<file path="src/rtl/ad796x_dac_spi_stream.sv">
// ad796x_dac_spi_stream
// Pops AD796x samples from the ADC FIFO, scales each one to DAC width and
// ships it to the SPI master core as a TX register write and a GO write.
// The SPI core is initialised after every reset and after every interrupt timeout.
//
// Optional feature: define AD796X_OFFSET_EN to add the offset_i port. The
// signed offset is then added with saturation before truncation to DAC width.
//
// state       | meaning
// ------------+--------------------------------------------------------
// INIT_DIV    | write clock divider register (0x14)
// INIT_CTRL   | write CTRL (0x10): char length, ASS=1, IE=1, GO=0
// INIT_SS     | write slave-select register (0x18)
// WAIT_DATA   | idle; pop when enabled and FIFO not empty (busy=0)
// POP         | one-cycle FIFO read strobe
// CAPTURE     | FIFO data valid; convert and latch DAC code
// WR_TX       | write TX register (0x00) with command bits + code
// WR_GO       | write CTRL (0x10) with GO set
// WAIT_INT    | wait for transfer-done interrupt or timeout
//
// A register write takes three cycles: phase 0 presents adr/cmd_word with
// cmd_stb low, and phases 1 and 2 hold the same values with cmd_stb high.
// All outputs are registered from the next state, so they line up with the
// state register. The one exception is the first cycle after reset, which
// still shows the cleared reset values.

module ad796x_dac_spi_stream #(
  parameter int          ADC_W       = 16,
  parameter int          DAC_W       = 14,
  parameter logic [1:0]  CMD_BITS    = 2'b00,
  parameter int          CHAR_LEN    = 16,
  parameter logic [31:0] DIVIDER     = 32'd0,
  parameter logic [7:0]  SS_MASK     = 8'h01,
  parameter int          TIMEOUT_CYC = 4096
) (
  input  logic             clk,
  input  logic             rst,
  input  logic             en,
  input  logic             empty,
  input  logic [ADC_W-1:0] adc_dat_i,
`ifdef AD796X_OFFSET_EN
  input  logic [ADC_W-1:0] offset_i,
`endif
  input  logic             int_o,
  output logic             rd_en,
  output logic [7:0]       adr,
  output logic [33:0]      cmd_word,
  output logic             cmd_stb,
  output logic             busy,
  output logic [15:0]      xfer_cnt,
  output logic             timeout_err
);

  localparam logic [7:0]  ADR_TX    = 8'h00;
  localparam logic [7:0]  ADR_CTRL  = 8'h10;
  localparam logic [7:0]  ADR_DIV   = 8'h14;
  localparam logic [7:0]  ADR_SS    = 8'h18;
  localparam logic [6:0]  CHAR7     = 7'(CHAR_LEN);
  localparam logic [31:0] CTRL_IDLE = 32'h0000_3000 | {25'd0, CHAR7};
  localparam logic [31:0] CTRL_GO   = 32'h0000_3100 | {25'd0, CHAR7};

  // Interrupt timer counts down from TIMEOUT_CYC-1; expiry is the terminal count of zero.
  localparam int             TMR_W    = (TIMEOUT_CYC > 2) ? $clog2(TIMEOUT_CYC) : 1;
  localparam logic [TMR_W-1:0] TMR_LOAD = (TIMEOUT_CYC > 0) ? TMR_W'(TIMEOUT_CYC - 1) : '0;
  localparam bit             TMR_ON   = (TIMEOUT_CYC != 0);

  typedef enum logic [3:0] {
    S_INIT_DIV,
    S_INIT_CTRL,
    S_INIT_SS,
    S_WAIT_DATA,
    S_POP,
    S_CAPTURE,
    S_WR_TX,
    S_WR_GO,
    S_WAIT_INT
  } state_t;

  state_t           state, state_nxt;
  logic [1:0]       phase, phase_nxt;
  logic [TMR_W-1:0] tmr;
  logic             tmr_expired;
  logic [DAC_W-1:0] dac_code;

  logic [ADC_W-1:0] conv_full;
  logic [DAC_W-1:0] conv_code;
  logic             unused_conv_bits;

  logic             d_rd_en;
  logic [7:0]       d_adr;
  logic [31:0]      d_data;
  logic [33:0]      d_word;
  logic             d_wr;
  logic             d_stb;
  logic             d_busy;
  logic [DAC_W-1:0] tx_code;

  assign tmr_expired = TMR_ON && (tmr == '0);

`ifdef AD796X_OFFSET_EN
  logic signed [ADC_W:0] off_sum;

  // Offset add in one extra bit; clamp to the ADC_W signed range on overflow.
  always_comb begin
    off_sum   = $signed({adc_dat_i[ADC_W-1], adc_dat_i}) + $signed({offset_i[ADC_W-1], offset_i});
    conv_full = off_sum[ADC_W-1:0];
    if (off_sum[ADC_W] != off_sum[ADC_W-1]) begin
      conv_full = off_sum[ADC_W] ? {1'b1, {(ADC_W-1){1'b0}}} : {1'b0, {(ADC_W-1){1'b1}}};
    end
  end
`else
  assign conv_full = adc_dat_i;
`endif

  // Keep the MSBs and drop the LSBs without rounding.
  assign conv_code        = conv_full[ADC_W-1 -: DAC_W];
  assign unused_conv_bits = ^conv_full;

  // State register: state and write phase.
  always_ff @(posedge clk) begin
    if (rst) begin
      state <= S_INIT_DIV;
      phase <= 2'd0;
    end else begin
      state <= state_nxt;
      phase <= phase_nxt;
    end
  end

  // Next-state logic; every write state steps through phases 0..2 before advancing.
  always_comb begin
    state_nxt = state;
    phase_nxt = phase;
    case (state)
      S_INIT_DIV, S_INIT_CTRL, S_INIT_SS, S_WR_TX, S_WR_GO: begin
        if (phase == 2'd2) begin
          phase_nxt = 2'd0;
          case (state)
            S_INIT_DIV:  state_nxt = S_INIT_CTRL;
            S_INIT_CTRL: state_nxt = S_INIT_SS;
            S_INIT_SS:   state_nxt = S_WAIT_DATA;
            S_WR_TX:     state_nxt = S_WR_GO;
            default:     state_nxt = S_WAIT_INT;
          endcase
        end else begin
          phase_nxt = phase + 2'd1;
        end
      end
      S_WAIT_DATA: begin
        if (en && !empty) state_nxt = S_POP;
      end
      S_POP:     state_nxt = S_CAPTURE;
      S_CAPTURE: state_nxt = S_WR_TX;
      S_WAIT_INT: begin
        if (int_o)            state_nxt = S_WAIT_DATA;
        else if (tmr_expired) state_nxt = S_INIT_DIV;
      end
      default: begin
        state_nxt = S_INIT_DIV;
        phase_nxt = 2'd0;
      end
    endcase
  end

  // Output decode from the next state. While leaving CAPTURE the code is taken
  // straight from the converter, because dac_code is only latched on that same edge.
  always_comb begin
    d_rd_en = 1'b0;
    d_adr   = 8'h00;
    d_data  = 32'd0;
    d_wr    = 1'b0;
    d_busy  = (state_nxt != S_WAIT_DATA);
    tx_code = (state == S_CAPTURE) ? conv_code : dac_code;
    case (state_nxt)
      S_INIT_DIV: begin
        d_wr   = 1'b1;
        d_adr  = ADR_DIV;
        d_data = DIVIDER;
      end
      S_INIT_CTRL: begin
        d_wr   = 1'b1;
        d_adr  = ADR_CTRL;
        d_data = CTRL_IDLE;
      end
      S_INIT_SS: begin
        d_wr   = 1'b1;
        d_adr  = ADR_SS;
        d_data = {24'd0, SS_MASK};
      end
      S_POP: d_rd_en = 1'b1;
      S_WR_TX: begin
        d_wr                = 1'b1;
        d_adr               = ADR_TX;
        d_data[DAC_W-1:0]   = tx_code;
        d_data[DAC_W +: 2]  = CMD_BITS;
      end
      S_WR_GO: begin
        d_wr   = 1'b1;
        d_adr  = ADR_CTRL;
        d_data = CTRL_GO;
      end
      default: ;
    endcase
    d_stb  = d_wr && (phase_nxt != 2'd0);
    d_word = d_wr ? {1'b0, 1'b1, d_data} : 34'd0;
  end

  // Registered outputs.
  always_ff @(posedge clk) begin
    if (rst) begin
      rd_en    <= 1'b0;
      adr      <= 8'h00;
      cmd_word <= 34'd0;
      cmd_stb  <= 1'b0;
      busy     <= 1'b0;
    end else begin
      rd_en    <= d_rd_en;
      adr      <= d_adr;
      cmd_word <= d_word;
      cmd_stb  <= d_stb;
      busy     <= d_busy;
    end
  end

  // Datapath: code latch, interrupt timer, transfer counter, sticky timeout flag.
  always_ff @(posedge clk) begin
    if (rst) begin
      dac_code    <= '0;
      tmr         <= TMR_LOAD;
      xfer_cnt    <= 16'd0;
      timeout_err <= 1'b0;
    end else begin
      if (state == S_CAPTURE) dac_code <= conv_code;
      if (state != S_WAIT_INT)  tmr <= TMR_LOAD;
      else if (!tmr_expired)    tmr <= tmr - 1'b1;
      if (state == S_WAIT_INT && int_o)                      xfer_cnt    <= xfer_cnt + 16'd1;
      if (state == S_WAIT_INT && !int_o && tmr_expired)      timeout_err <= 1'b1;
    end
  end

endmodule
</file>
<file path="config.mk">
export PLATFORM = sky130hd
export DESIGN_NAME = ad796x_dac_spi_stream
export DESIGN_NICKNAME = d
export VERILOG_FILES = /design/src/rtl/ad796x_dac_spi_stream.sv
export SDC_FILE = /design/constraint.sdc
export NUM_CORES = 1
export LEC_CHECK = 0
export BUFFER_PORTS_ARGS = -buffer_cell sky130_fd_sc_hd__buf_2
export CORE_ASPECT_RATIO = 2
export CORE_MARGIN = 2
export CORE_UTILIZATION = 45
export DETAILED_ROUTE_END_ITERATION = 8
export PLACE_DENSITY = 0.69
export SYNTH_ARGS = -nofsm -noshare
export SYNTH_HDL_FRONTEND = slang
export SYNTH_SLANG_ARGS = --single-unit
</file>
<file path="constraint.sdc">
create_clock -name clk -period 3.42 [get_ports clk]
set_input_delay 0.171 -clock clk [delete_from_list [all_inputs] [get_ports clk]]
set_output_delay 0.171 -clock clk [all_outputs]
set_load 0.05 [all_outputs]
</file>
==> impl_metrics.ini <==
[outcome]
status = finished clean

[drt]
ant_nets = 0
wl_mm = 6.32
post_drt_wl_per_cell_um = 12.2
first_iter_violations = 177
num_vias = 2633
viasPerCell = 5.06
remaining_drc_errors = 0
dr.pass1.iters = 5

[min_path]
hp-class = input port to flip-flop

[floorplanning]
dieArea_um2 = 7990
rows = 44
die_h_um = 124
initial_core_util = 0.456
core_um2 = 7160
die_width_um = 64.2
ios = 83

[final_layout]
fillers = 705
area_growth_pct = 15.6
ff_latch_area_um2 = 1400
nNetsFinal = 447
stdcell_area_um2 = 3770
fin_cells = 520
drive_gt1_frac = 0.199
multi_input_area_um2 = 1620
n_antenna_cell = 0

[sta]
finalSetupViolCount = 0
period_share = 0.680
skew_ps = 5.41
fin_crit_ps = 2330
final-hold-violation-count = 0
fin_ws_ps = 1090
tightest_slew_ps = 871
final.setup.tns_ps = 0
rsz0062_at_grt = no
maxClockFrequency_mhz = 430
maxSlewHeadroom = 0.419
slew_viol_final = 0
timing.hold.ws_ps = 96.4

[logic_synthesis]
synth-main-ff-cell = dfxtp_1
synth_edf_count = 0
netlist_area_um2 = 3260
postSynthCellCount = 377
syn_avg_cell_area_um2 = 8.66
netlist.area_leader.share = 0.429
yosys.area.top_type = dfxtp_1
ys_top_cells_by_area = dfxtp_1 43%, buf_4 6.4%, nand2_1 5.3%
synth-seq-cells = 70
ys_types = 52
yosysWarnings = 0
seq_area_frac_synth = 0.429
synthArstFlopShare = 0

[global_routing]
grt_pass1_wl_mm = 10.7
overflow = 0
antenna_found_initial = 0
grtUsageTotal = 0.169
grt_max_degree = 48
grt_pass1_vias = 2348

[clock_tree]
postCtsHoldBufs = 0
postCtsSetupBuffers = 0
cts_max_path_buffers = 2
cts_resized = 0
tritoncts = yes
path_clk_slew_ps = 50
root_buffer = clkbuf_16
cts_buffers = 9
clock-sinks = 70
htreeDepth = 3
worstSkewPairLatency_ps = 330

[job]
drv_cap = 0

[critical_path]
crit_family = simple AND/OR/NAND/NOR gates
cp.arrival_ps = 2550
crit_type = flip-flop to flip-flop
required_ps = 3640
end_kind = flip-flop
crit_chain = and2b_1 > and3_1 > mux2i_1 > nand2_1 > a21o_1
cpPeakStageDelay_ps = 760
crit_slowest_cell = dfxtp_1
crit_fanout = 20
cp-start-kind = flip-flop
path_buf_inv = 0
r2r_setup_slack_ps = 1090

[power]
leakagePower_nw = 1.58
p_per_area_nw_per_um2 = 653
vdd_drop_max_uv = 392

[place]
place_area_um2 = 3460
place_hpwl_mm = 4.25
place_congestion = 0.788
dpl.cell_count = 505
post-place-ws_ps = 1070
io_buffers = 56
[cells in the mapped netlist, types with 6 or more instances]
master	count
buf_4	28
nand2_1	46
and2_1	12
dfxtp_1	70
a21oi_1	27
nor3_1	14
clkbuf_1	9
inv_1	9
xnor2_1	12
nand3_1	12
mux2i_1	7
nor2_1	37
xor2_1	6
o21ai_0	11
nor2b_1	7
[routing by layer]
metal	GRT usage	vias up	wire (µm)
li1	-	1339	-
met1	0.207	1212	2770
met2	0.263	70	3010
met3	0.0587	12	410
met4	0.0788	0	131
met5	0	-	0
[where the power goes]
group	switching (mW)	leakage [nW]	internal (mW)
clock network	0.337	0.155	0.633
logic	0.374	0.857	0.166
registers	0.0788	0.567	0.872
total	0.790	1.58	1.67
[worst reg2reg max path: stages, from the launching register on]
cell,delay [ps]
dfxtp_1,760
and2b_1,290
and3_1,590
mux2i_1,300
nand2_1,80
a21o_1,190
[stage by stage]
| stage | total power, mW | utilization |
|---|---|---|
| final | 2.46 | 0.527 |
| after global routing | 2.59 | 0.527 |
| after CTS | 2.49 | 0.527 |
| after detailed placement | 1.51 | 0.483 |
| after global placement | 1.50 | 0.483 |
| after floorplan | 1.46 | - |
[state kept, by name (all words and copies together), names as in the netlist]
| name | cells |
|---|---|
| state | 4 |
| dac_code | 14 |
| busy | 1 |
| xfer_cnt | 16 |
| timeout_err | 1 |
| tmr | 12 |
| cmd_word | 15 |
| adr | 3 |
| rd_en | 1 |
| cmd_stb | 1 |
| phase | 2 |
[cell usage in the layout, fill, tap and decap left out, types with 6 or more instances in the layout]
cell       instances
nor2_1            37
xnor2_1           12
nand2_1           46
nor2b_1            7
clkbuf_16          9
inv_1              9
and2_1            12
xor2_1             6
dfxtp_1           70
a21oi_1           27
buf_2             56
o21ai_0           11
nand3_1           12
mux2i_1            7
conb_1            24
nor3_1            14
[logic make-up after synthesis]
family / synth area share
AO/OA/AOI/OAI: 0.123
XOR/XNOR: 0.0483
adder cells (fa/ha/maj): 0.00767
buffers and inverters: 0.100
flip-flops: 0.429
multiplexers: 0.0215
other: 0.00115
AND/OR/NAND/NOR: 0.268
[layout make-up]
| type | count | area share |
|---|---|---|
| Clock buffer | 9 | 0.0597 |
| Clock inverter | 6 | 0.0232 |
| Inverter | 9 | 0.00896 |
| Multi-Input combinational cell | 277 | 0.430 |
| Sequential cell | 70 | 0.372 |
| Tap cell | 92 | 0.0305 |
| Timing Repair Buffer | 57 | 0.0763 |
[worst paths after layout]
check                                             from                endpoint  cells past startpoint
worst max-delay path               state[2]$_SDFF_PP0_  cmd_word[4]$_SDFF_PP0_                      5
worst min-delay path                      adc_dat_i[9]  dac_code[7]$_SDFF_PP0_                      3
worst max register to register     state[2]$_SDFF_PP0_  cmd_word[4]$_SDFF_PP0_                      5
worst min register to register  dac_code[7]$_SDFF_PP0_  dac_code[7]$_SDFF_PP0_                      2
Power figures use the tool's default switching activity.
